==> src/rtl/seq_approx_mult.sv <==
// ---------------------------------------------------------------------------
// seq_approx_mult
//
// Sequential unsigned shift-add multiplier that adds one partial product per
// clock. It can optionally truncate the result: in approximate mode, every
// partial product has its low TRUNC result columns forced to zero before it is
// added. With EARLY_EXIT set, a run ends as soon as the remaining multiplier
// bits are all zero.
//
// Parameters:
//   WIDTH      operand width in bits (2..32); the product is 2*WIDTH bits
//   TRUNC      low result columns masked in approximate mode (0..2*WIDTH-1)
//   EARLY_EXIT 1 = stop once the remaining bits of b are zero, 0 = fixed latency
//
// Ports:
//   clk, rst             rising-edge clock, synchronous active-high reset
//   in_valid / in_ready  operand handshake (a, b, approx_en sampled together)
//   a, b                 unsigned multiplicand / multiplier
//   approx_en            1 = truncated (approximate) product for this operation
//   out_valid / out_ready result handshake
//   result               2*WIDTH-bit product, held while out_valid is high
//   cycles               number of RUN cycles used for this result
// ---------------------------------------------------------------------------
module seq_approx_mult #(
    parameter int WIDTH      = 8,
    parameter int TRUNC      = 4,
    parameter int EARLY_EXIT = 0
) (
    input  logic                       clk,
    input  logic                       rst,
    input  logic                       in_valid,
    output logic                       in_ready,
    input  logic [WIDTH-1:0]           a,
    input  logic [WIDTH-1:0]           b,
    input  logic                       approx_en,
    output logic                       out_valid,
    input  logic                       out_ready,
    output logic [2*WIDTH-1:0]         result,
    output logic [$clog2(WIDTH+1)-1:0] cycles
);

    localparam int PW = 2 * WIDTH;
    localparam int CW = $clog2(WIDTH + 1);

    // Ones in the columns that approximate mode discards.
    localparam logic [PW-1:0] LOW_ONES = PW'((65'd1 << TRUNC) - 65'd1);

    typedef enum logic [1:0] {
        IDLE,
        RUN,
        DONE
    } state_t;

    state_t          state_q,  state_d;
    logic [WIDTH-1:0] a_q,     a_d;
    logic [WIDTH-1:0] b_q,     b_d;
    logic             approx_q, approx_d;
    logic [PW-1:0]    acc_q,   acc_d;
    logic [CW-1:0]    cnt_q,   cnt_d;
    logic [PW-1:0]    result_q, result_d;
    logic [CW-1:0]    cycles_q, cycles_d;

    logic [PW-1:0]    mask;
    logic [PW-1:0]    partial;
    logic [PW-1:0]    acc_next;
    logic [WIDTH-1:0] b_rem;
    logic             last_bit;

    // Datapath for the current RUN step. b_rem puts the multiplier bit being
    // processed at position 0, so bit 0 chooses whether to add, and the bits
    // above it tell early exit whether any work is left.
    always_comb begin
        mask     = approx_q ? ~LOW_ONES : '1;
        partial  = ({{WIDTH{1'b0}}, a_q} << cnt_q) & mask;
        b_rem    = b_q >> cnt_q;
        acc_next = b_rem[0] ? (acc_q + partial) : acc_q;
        last_bit = (cnt_q == CW'(WIDTH - 1)) ||
                   ((EARLY_EXIT != 0) && (b_rem[WIDTH-1:1] == '0));
    end

    // Next-state and handshake logic. A new operand is accepted only from
    // IDLE, so the edge that leaves DONE cannot also accept a new operand.
    always_comb begin
        state_d   = state_q;
        a_d       = a_q;
        b_d       = b_q;
        approx_d  = approx_q;
        acc_d     = acc_q;
        cnt_d     = cnt_q;
        result_d  = result_q;
        cycles_d  = cycles_q;
        in_ready  = 1'b0;
        out_valid = 1'b0;

        case (state_q)
            IDLE: begin
                in_ready = 1'b1;
                if (in_valid) begin
                    a_d      = a;
                    b_d      = b;
                    approx_d = approx_en;
                    acc_d    = '0;
                    cnt_d    = '0;
                    state_d  = RUN;
                end
            end
            RUN: begin
                acc_d = acc_next;
                cnt_d = cnt_q + CW'(1);
                if (last_bit) begin
                    result_d = acc_next;
                    cycles_d = cnt_q + CW'(1);
                    state_d  = DONE;
                end
            end
            DONE: begin
                out_valid = 1'b1;
                if (out_ready) begin
                    state_d = IDLE;
                end
            end
            default: begin
                state_d = IDLE;
            end
        endcase
    end

    // State and datapath registers. Reset takes priority over any handshake
    // and discards a partially built product.
    always_ff @(posedge clk) begin
        if (rst) begin
            state_q  <= IDLE;
            a_q      <= '0;
            b_q      <= '0;
            approx_q <= 1'b0;
            acc_q    <= '0;
            cnt_q    <= '0;
            result_q <= '0;
            cycles_q <= '0;
        end else begin
            state_q  <= state_d;
            a_q      <= a_d;
            b_q      <= b_d;
            approx_q <= approx_d;
            acc_q    <= acc_d;
            cnt_q    <= cnt_d;
            result_q <= result_d;
            cycles_q <= cycles_d;
        end
    end

    assign result = result_q;
    assign cycles = cycles_q;

endmodule
==> config.mk <==
export PLATFORM = sky130hd
export DESIGN_NAME = seq_approx_mult
export DESIGN_NICKNAME = d
export VERILOG_FILES = /design/src/rtl/seq_approx_mult.sv
export SDC_FILE = /design/constraint.sdc
export NUM_CORES = 1
export LEC_CHECK = 0
export CAP_MARGIN = 20
export CELL_PAD_IN_SITES_DETAIL_PLACEMENT = 0
export CELL_PAD_IN_SITES_GLOBAL_PLACEMENT = 1
export CORE_MARGIN = 2
export CORE_UTILIZATION = 35
export DETAILED_ROUTE_END_ITERATION = 8
export PLACE_DENSITY_LB_ADDON = 0.1
export SYNTH_ARGS = -nofsm -noshare
export SYNTH_HDL_FRONTEND = slang
export SYNTH_SLANG_ARGS = --single-unit
==> constraint.sdc <==
create_clock -name clk -period 3.6 [get_ports clk]
set_clock_uncertainty 0.15 [all_clocks]
set_input_delay 0.72 -clock clk [delete_from_list [all_inputs] [get_ports clk]]
set_output_delay 0.72 -clock clk [all_outputs]
set_load 0.03 [all_outputs]
==> flow_metrics.env, run 1 <==
export IMPL_design_area_um2=4430
export IMPL_netlist_area_um2=3540
export IMPL_cts_buffers=9
export IMPL_first_global_vias=3412
export IMPL_fin_crit_ns=3.39
export IMPL_tightest_slew_ns=0.679
export IMPL_cts_tree="yes"
export IMPL_synth_nets=488
export IMPL_crit_chain="mux2_2 > a22oi_1 > nor2b_1 > a211o_1 > o21ai_0 > ha_1 > a211o_1 > a211o_1 > a311o_1 > o32ai_2 > xnor2_1 > mux2i_1 > a21oi_1"
export IMPL_drive_above_1_share=0.135
export IMPL_ant_nets=0
export IMPL_ys_seq_elements=59
export IMPL_placed_area_um2=4240
export IMPL_path_max_fanout=7
export IMPL_p_total_w=0.00142
export IMPL_drc=0
export IMPL_die_w_um=105
export IMPL_die_area_um2=10900
export IMPL_routed_wl_um=10400
export IMPL_rsz0062_at_grt="false"
export IMPL_worstHoldPathCells=2
export IMPL_grt_first_pass_wirelength_um=17600
export IMPL_cts_root_buf="clkbuf_8"
export IMPL_areaGrowthSynthToFinish_pct=25.0
export IMPL_drt_iter0_markers=177
export IMPL_post_dp_hpwl_um=7700
export IMPL_setup_violations=0
export IMPL_crit_arrival_ns=3.51
export IMPL_end_kind="register"
export IMPL_timing_critical_path_mode_cell="a211o_1"
export IMPL_worst_ir_drop_vdd_mv=0.238
export IMPL_grt_busiest_layer="met2"
export IMPL_syn_inst=450
export IMPL_antenna_found_initial=0
export IMPL_cap_violations=0
export IMPL_die_h_um=105
export IMPL_yosysWarnings=0
export IMPL_grt_ovfl_total=0
export IMPL_first_pass_iters=6
export IMPL_ioPinCount=43
export IMPL_power_leakage_nw=1.70
export IMPL_synth_area_per_cell_um2=7.87
export IMPL_use_met2=0.317
export IMPL_finalHoldViolCount=0
export IMPL_grt_max_degree=30
export IMPL_nNetsFinal=544
export IMPL_crit_path_top_delay_cell="dfxtp_4"
export IMPL_clock_sinks=59
export IMPL_crit_path_max_incr_delay_ns=0.38
export IMPL_holdBufCountCts=0
export IMPL_start_util=0.361
export IMPL_vias=3431
export IMPL_cp_required_ns=3.72
export IMPL_maxSlewHeadroom=0.547
export IMPL_post_route_period_util=0.941
export IMPL_ys_types=59
export IMPL_globalRouteTotalUtil=0.200
export IMPL_rr_worst_depth=13
export IMPL_async_flop_share=0
export IMPL_rows=36
export IMPL_p_per_area_nw_per_um2=320
export IMPL_final_setup_tns_ns=0
export IMPL_wl_per_cell_um=16.2
export IMPL_crit_path_start_kind="register"
export IMPL_max_freq_ghz=0.295
export IMPL_ys_seq_area_frac=0.333
export IMPL_via_per_inst=5.33
export IMPL_synthFlopType="dfxtp_1"
export IMPL_crit_type="reg2reg"
export IMPL_outcome="finished, final reports clean"
export IMPL_clk_pin_slew_ns=0.07
export IMPL_worstSkewPairLatency_ns=0.35
export IMPL_port_buffers=42
export IMPL_cts_buffer_depth=2
export IMPL_h_tree_depth=3
export IMPL_slew_violations=0
export IMPL_use_met3=0.0349
export IMPL_grt_use_met1=0.276
export IMPL_gp_congestion=0.885
export IMPL_synth_edf_count=0
export IMPL_hold_class="reg2reg"
export IMPL_core_um2=9820
export IMPL_num_antenna_cells=0
worst paths after layout:
check / from / to / slack, ns
worst max-delay path: cnt_q[1] / result[15] / 0.21
worst min-delay path: b_q[4] / b_q[4] / 0.31
worst max register to register: cnt_q[1] / result[15] / 0.21
worst min register to register: b_q[4] / b_q[4] / 0.31
synthesized netlist by cell type (4+ instances only):
cell / number / area [um2]
nand2_1: 80 / 300
dfxtp_1: 59 / 1180
a21oi_1: 49 / 245
nor2_1: 35 / 131
clkbuf_1: 20 / 75.1
nand3_1: 18 / 90.1
o21ai_0: 17 / 85.1
ha_1: 16 / 200
mux2i_1: 15 / 150
nor2b_1: 8 / 50.1
xnor2_1: 8 / 70.1
a21o_1: 7 / 52.6
nand2b_1: 7 / 43.8
nand4_1: 7 / 43.8
nor3_1: 7 / 35.0
a211oi_1: 5 / 37.5
buf_2: 5 / 25.0
mux2_2: 5 / 56.3
a211o_1: 4 / 35.0
a311oi_1: 4 / 35.0
a31oi_1: 4 / 25.0
buf_1: 4 / 15.0
inv_1: 4 / 15.0
o21a_1: 4 / 30.0
xor2_1: 4 / 35.0
cell families (layout without fill, tap and decap cells):
family / after synthesis / after routing / synth area share
xor gates and xnor gates: 12 / 12 / 0.0297
adders and majority gates: 17 / 17 / 0.0621
AOI/OAI and AO/OA: 127 / 127 / 0.235
buffers and inverters: 34 / 95 / 0.0378
muxes: 22 / 22 / 0.0710
DFF: 59 / 59 / 0.333
and+or+nand+nor: 179 / 179 / 0.231
per-layer routing:
metal / wire length (um) / share of wire
met1: 5250 / 0.50
met2: 4740 / 0.45
met3: 319 / 0.031
met4: 116 / 0.011
met5: 0 / 0
worst max-delay path: cells and delay by family (launching register included):
kind,cells,cell delay (ns)
AOI/OAI and AO/OA,8,1.63
xor gates and xnor gates,1,0.18
adders and majority gates,1,0.35
DFF,1,0.38
muxes,2,0.45
and+or+nand+nor,1,0.16
cell usage in the layout (no fill, tap or decap), types with 3 or more instances in the layout:
master / instances
mux2i_1: 14
clkbuf_8: 9
buf_4: 32
o21ai_0: 17
o21ai_1: 3
mux2_2: 5
clkdlybuf4s50_1: 41
a211oi_1: 5
a21o_1: 7
clkinv_2: 3
dfxtp_1: 57
o211ai_1: 3
a21oi_1: 49
a22o_1: 3
o22ai_1: 3
nor2b_1: 8
xnor2_1: 8
nand2_1: 80
nor3_1: 7
inv_1: 4
nor2_1: 34
nand4_1: 7
xor2_1: 4
nand3_1: 18
o21a_1: 4
ha_1: 16
a311oi_1: 4
a31oi_1: 4
a211o_1: 4
nand2b_1: 7
state kept, by name, summed over array words and instances, names as in the netlist:
signal,cells
state_q,2
result,16
b_q,8
cnt_q,4
acc_q,16
a_q,8
approx_q,1
cycles,4
final cells by class:
| class | count | area [um2] |
|---|---|---|
| inverters | 5 | 18.8 |
| repair buffers | 74 | 656 |
| clock inverters | 5 | 30.0 |
| flip-flops and latches | 59 | 1190 |
| multi-input cells | 357 | 2240 |
| well taps | 133 | 166 |
| fillers | 1058 | 5390 |
| clock buffers | 11 | 131 |
report_power, final:
part	leakage [nW]	internal [W]	switching [W]	total [W]
logic	1.14	0.0000873	0.000119	0.000206
registers	0.480	0.000667	0.0000163	0.000683
clock network	0.0791	0.000246	0.000284	0.000530
total	1.70	0.00100	0.000419	0.00142
timing repair:
action / 4_1_cts / 5_1_grt
buffers inserted: 0 / 2
resized for setup: 0 / 6
endpoints found under the setup margin: 0 / 12
through the flow:
step / hold WS, ns / setup slack (ns) / utilization / cells
after floorplan: 0.283 / 0.160 / - / 450
after global placement: 0.294 / 0.0632 / 0.432 / 626
after detailed placement: 0.298 / 0.110 / 0.432 / 626
after CTS: 0.307 / 0.0860 / 0.448 / 642
after global routing: 0.324 / 0.00994 / 0.451 / 644
final: 0.307 / 0.213 / 0.451 / 644
Note: power is estimated with default switching activity, not from simulation.
==> run 2, diff against run 1 <==
--- a/config.mk
+++ b/config.mk
@@ -9,7 +9,7 @@
 export CELL_PAD_IN_SITES_DETAIL_PLACEMENT = 0
 export CELL_PAD_IN_SITES_GLOBAL_PLACEMENT = 1
 export CORE_MARGIN = 2
-export CORE_UTILIZATION = 35
+export CORE_UTILIZATION = 37
 export DETAILED_ROUTE_END_ITERATION = 8
 export PLACE_DENSITY_LB_ADDON = 0.1
 export SYNTH_ARGS = -nofsm -noshare
==> flow_metrics.env, run 2 (synthesis gave the netlist of run 1 again) <==
export IMPL_path_buf_inv=0
export IMPL_crit_path_max_incr_delay_ns=0.40
export IMPL_post_route_period_util=0.925
export IMPL_ioPinCount=43
export IMPL_power_leakage_nw=1.68
export IMPL_port_buffers=42
export IMPL_design_area_um2=4420
export IMPL_seq_area_um2=1190
export IMPL_first_pass_iters=5
export IMPL_maxSlewHeadroom=0.585
export IMPL_crit_family="compound AO/OA/AOI/OAI gates"
export IMPL_p_per_area_nw_per_um2=318
export IMPL_first_global_vias=3107
export IMPL_cts_root_buf="clkbuf_8"
export IMPL_crit_type="reg2reg"
export IMPL_timing_critical_path_mode_cell="a211o_1"
export IMPL_start_util=0.382
export IMPL_cts_buffer_depth=2
export IMPL_h_tree_depth=3
export IMPL_outcome="finished, final reports clean"
export IMPL_p_total_w=0.00141
export IMPL_routed_wl_um=10200
export IMPL_antenna_found_initial=0
export IMPL_worst_ir_drop_vdd_mv=0.172
export IMPL_slew_violations=0
export IMPL_tightest_slew_ns=0.621
export IMPL_via_per_inst=5.33
export IMPL_rows=35
export IMPL_clock_sinks=59
export IMPL_cts_buffers=9
export IMPL_path_max_fanout=8
export IMPL_hold_class="reg2reg"
export IMPL_grt_ovfl_total=0
export IMPL_die_w_um=102
export IMPL_crit_arrival_ns=3.46
export IMPL_multiInputGateArea_um2=2270
export IMPL_worstSkewPairLatency_ns=0.35
export IMPL_instances_no_fill=636
export IMPL_cp_required_ns=3.73
export IMPL_worst_slack_ns=0.271
export IMPL_holdBufCountCts=0
export IMPL_crit_path_start_kind="register"
export IMPL_final_setup_tns_ns=0
export IMPL_globalRouteTotalUtil=0.211
export IMPL_finalHoldViolCount=0
export IMPL_mostFrequentLayoutCell="nand2_1"
export IMPL_final_cell_mix="nand2_1, dfxtp_1, a21oi_1"
export IMPL_wl_per_cell_um=16.0
export IMPL_setup_violations=0
export IMPL_end_kind="register"
export IMPL_ant_nets=0
export IMPL_max_freq_ghz=0.300
export IMPL_post_dp_hpwl_um=7610
export IMPL_vias=3392
export IMPL_dpl_worst_slack_ns=0.0667
export IMPL_nFillCells=992
export IMPL_cts_tree="yes"
export IMPL_areaGrowthSynthToFinish_pct=24.9
export IMPL_drt_iter0_markers=169
export IMPL_dp_cells=619
export IMPL_grt_first_pass_wirelength_um=16800
export IMPL_clk_pin_slew_ns=0.07
export IMPL_drc=0
export IMPL_fin_crit_ns=3.33
export IMPL_nNetsFinal=540
export IMPL_cap_violations=0
export IMPL_crit_path_top_delay_cell="dfxtp_4"
export IMPL_die_h_um=102
export IMPL_die_area_um2=10400
export IMPL_crit_chain="mux2_2 > a22oi_2 > nor2b_2 > a211o_1 > o21ai_0 > ha_1 > a211o_1 > a211o_1 > a311o_1 > o32ai_2 > xnor2_1 > mux2i_1 > a21oi_1"
export IMPL_num_antenna_cells=0
export IMPL_placed_area_um2=4210
export IMPL_grt_max_degree=30
export IMPL_drive_above_1_share=0.140
export IMPL_gp_congestion=0.858
export IMPL_core_um2=9280
## run 2: cell count changes in the layout (fill, tap and decap cells not counted), sizes merged
cell	delta
buf	-4
## run 2: worst reg2reg max path, delay by kind of cell (launching register included)
kind                       cells  cell delay (ns)
and+or+nand+nor                1             0.16
AOI/OAI and AO/OA              8             1.56
xor gates and xnor gates       1             0.17
muxes                          2             0.47
DFF                            1             0.40
adders and majority gates      1             0.36
## run 2: cell type report
cell class	count	area share
repair buffers	70	0.141
inverters	5	0.00424
clock buffers	11	0.0297
clock inverters	5	0.00679
well taps	129	0.0365
multi-input cells	357	0.513
flip-flops and latches	59	0.269
## run 2: where the power goes
group | total, W | switching (W) | internal (W)
Clock | 0.000517 | 0.000271 | 0.000246
Sequential | 0.000684 | 0.0000168 | 0.000667
Combinational | 0.000207 | 0.000119 | 0.0000873
Total | 0.00141 | 0.000407 | 0.00100
## run 2: worst paths after layout
check,from,slack (ns),cells after the start,end
max,cnt_q[1],0.27,13,result[15]
max reg2reg,cnt_q[1],0.27,13,result[15]
min reg2reg,result[2],0.30,2,result[2]
min,result[2],0.30,2,result[2]
## run 2: repair_timing
item                       in CTS  in global routing
setup endpoints to repair       0                 14
resized for setup               0                 14
buffers inserted                0                  1
## run 2: through the flow
stage | hold WS [ns] | util
4_1_cts | 0.308 | 0.471
6_report | 0.303 | 0.477
5_1_grt | 0.332 | 0.477
3_3_place_gp | 0.292 | 0.454
3_5_place_dp | 0.298 | 0.454
2_1_floorplan | 0.283 | -
## run 2: layer usage
layer / vias up / wire length (um) / track usage
met2: 90 / 4420 / 0.314
met4: 0 / 102 / 0.0554
li1: 1727 / - / -
met1: 1566 / 5180 / 0.306
met5: - / 0 / 0
met3: 9 / 487 / 0.0534
==> run 3, diff against run 2 <==
--- a/config.mk
+++ b/config.mk
@@ -6,12 +6,13 @@
 export NUM_CORES = 1
 export LEC_CHECK = 0
 export CAP_MARGIN = 20
-export CELL_PAD_IN_SITES_DETAIL_PLACEMENT = 0
-export CELL_PAD_IN_SITES_GLOBAL_PLACEMENT = 1
+export CELL_PAD_IN_SITES_DETAIL_PLACEMENT = 1
+export CELL_PAD_IN_SITES_GLOBAL_PLACEMENT = 2
 export CORE_MARGIN = 2
-export CORE_UTILIZATION = 37
+export CORE_UTILIZATION = 30
 export DETAILED_ROUTE_END_ITERATION = 8
 export PLACE_DENSITY_LB_ADDON = 0.1
+export SLEW_MARGIN = 0
 export SYNTH_ARGS = -nofsm -noshare
 export SYNTH_HDL_FRONTEND = slang
 export SYNTH_SLANG_ARGS = --single-unit
==> flow_metrics.env, run 3 (synthesis gave the netlist of run 1 again) <==
export IMPL_end_kind="register"
export IMPL_drive_above_1_share=0.137
export IMPL_cts_buffer_depth=2
export IMPL_worst_ir_drop_vdd_mv=0.230
export IMPL_crit_family="compound AO/OA/AOI/OAI gates"
export IMPL_post_route_period_util=0.933
export IMPL_start_util=0.309
export IMPL_worstHoldPathCells=2
export IMPL_setup_violations=0
export IMPL_crit_path_top_delay_cell="dfxtp_2"
export IMPL_holdBufCountCts=0
export IMPL_areaGrowthSynthToFinish_pct=28.2
export IMPL_via_per_inst=5.29
export IMPL_design_area_um2=4540
export IMPL_port_buffers=42
export IMPL_drt_iter0_markers=128
export IMPL_clkPwrFrac=0.477
export IMPL_final_util=0.396
export IMPL_nNetsFinal=538
export IMPL_clk_pin_slew_ns=0.05
export IMPL_swShare=0.267
export IMPL_crit_path_max_incr_delay_ns=0.37
export IMPL_p_seq_frac=0.399
export IMPL_post_dp_hpwl_um=8590
export IMPL_timing_critical_path_mode_cell="a211o_1"
export IMPL_cts_root_buf="clkbuf_16"
export IMPL_ant_nets=0
export IMPL_antenna_found_initial=0
export IMPL_slew_violations=0
export IMPL_max_freq_ghz=0.298
export IMPL_comb_power_share=0.123
export IMPL_hold_class="reg2reg"
export IMPL_final_setup_tns_ns=0
export IMPL_crit_chain="mux2_2 > a22oi_2 > nor2b_1 > a211o_1 > o21ai_0 > ha_1 > a211o_1 > a211o_1 > a311o_1 > o32ai_2 > xnor2_1 > mux2i_1 > a21oi_1"
export IMPL_num_antenna_cells=0
export IMPL_cts_buffers=9
export IMPL_internal_power_w=0.00125
export IMPL_mostFrequentLayoutCell="nand2_1"
export IMPL_h_tree_depth=3
export IMPL_die_area_um2=12700
export IMPL_nFillCells=1377
export IMPL_rr_worst_depth=13
export IMPL_globalRouteTotalUtil=0.189
export IMPL_finalHoldViolCount=0
export IMPL_multiInputGateArea_um2=2260
export IMPL_placed_area_um2=4230
export IMPL_seq_area_um2=1180
export IMPL_grt_first_pass_wirelength_um=18700
export IMPL_cap_violations=0
export IMPL_maxSlewHeadroom=0.671
export IMPL_worstHoldStart="cycles[1]"
export IMPL_hold_slack_ns=0.307
export IMPL_crit_arrival_ns=3.48
export IMPL_cp_startpoint="cnt_q[1]"
export IMPL_final_cell_mix="nand2_1, dfxtp_1, a21oi_1"
export IMPL_path_depth=13
export IMPL_grt_ovfl_total=0
export IMPL_crit_path_start_kind="register"
export IMPL_cp_required_ns=3.73
export IMPL_vias=3427
export IMPL_rows=39
export IMPL_first_global_vias=3520
export IMPL_wl_per_cell_um=17.6
export IMPL_fin_crit_ns=3.36
export IMPL_core_um2=11500
export IMPL_die_h_um=113
export IMPL_grt_max_degree=33
export IMPL_p_switching_w=0.000456
export IMPL_ioPinCount=43
export IMPL_outcome="finished, final reports clean"
export IMPL_drc=0
export IMPL_crit_type="reg2reg"
export IMPL_p_per_area_nw_per_um2=376
export IMPL_tightest_slew_ns=0.482
export IMPL_path_max_fanout=5
export IMPL_routed_wl_um=11400
export IMPL_power_leakage_nw=1.73
export IMPL_r2r_start="cnt_q[1]"
export IMPL_post_cts_setup_buffers=0
export IMPL_die_w_um=113
export IMPL_first_pass_iters=4
export IMPL_path_buf_inv=0
export IMPL_clock_sinks=59
export IMPL_gp_congestion=0.905
export IMPL_cts_tree="yes"
export IMPL_rsz0062_at_grt="false"
export IMPL_worstSkewPairLatency_ns=0.34
[run 3: stage by stage]
step           total power [W]  std cells  setup slack, ns
2_1_floorplan         0.000823        450            0.160
3_3_place_gp          0.000906        632          -0.0186
3_5_place_dp          0.000908        632         -0.00591
4_1_cts                0.00173        648           0.0785
5_1_grt                0.00178        648          0.00476
6_report               0.00171        648            0.242
[run 3: worst paths after layout]
kind | to | slack [ns]
max | result[15] | 0.24
min | cycles[1] | 0.31
max reg2reg | result[15] | 0.24
min reg2reg | cycles[1] | 0.31
[run 3: power groups by stage]
stage                     clock [W]  sequential [W]  combinational (W)
final                      0.000815        0.000683           0.000211
after global routing       0.000862        0.000685           0.000235
after CTS                  0.000835        0.000683           0.000213
after detailed placement          0        0.000697           0.000212
after global placement            0        0.000696           0.000210
after floorplan                   0        0.000691           0.000132
[run 3: what timing repair did]
action,CTS,global route
cloned,0,0
pin swaps,0,1
endpoints found under the setup margin,1,12
gates resized for setup,1,8
[run 3: area by class of cell]
type	instances	share of cell area
timing repair buffer	68	0.137
multi-input combinational	357	0.497
sequential	59	0.261
clock inverter	5	0.00606
clock buffer	11	0.0556
tap	143	0.0394
inverter	5	0.00413
[run 3: layer usage]
layer	wire length, um	GRT usage	vias to the layer above
met1	5320	0.230	1640
met5	0	0	-
met3	296	0.0410	19
met2	5490	0.323	40
li1	-	-	1728
met4	283	0.0805	0
[run 3: worst register-to-register path, stage by stage, from the launching register on]
cell	delay, ns
dfxtp_2	0.37
mux2_2	0.37
a22oi_2	0.14
nor2b_1	0.15
a211o_1	0.11
o21ai_0	0.09
ha_1	0.37
a211o_1	0.31
a211o_1	0.27
a311o_1	0.32
o32ai_2	0.23
xnor2_1	0.18
mux2i_1	0.10
a21oi_1	0.14
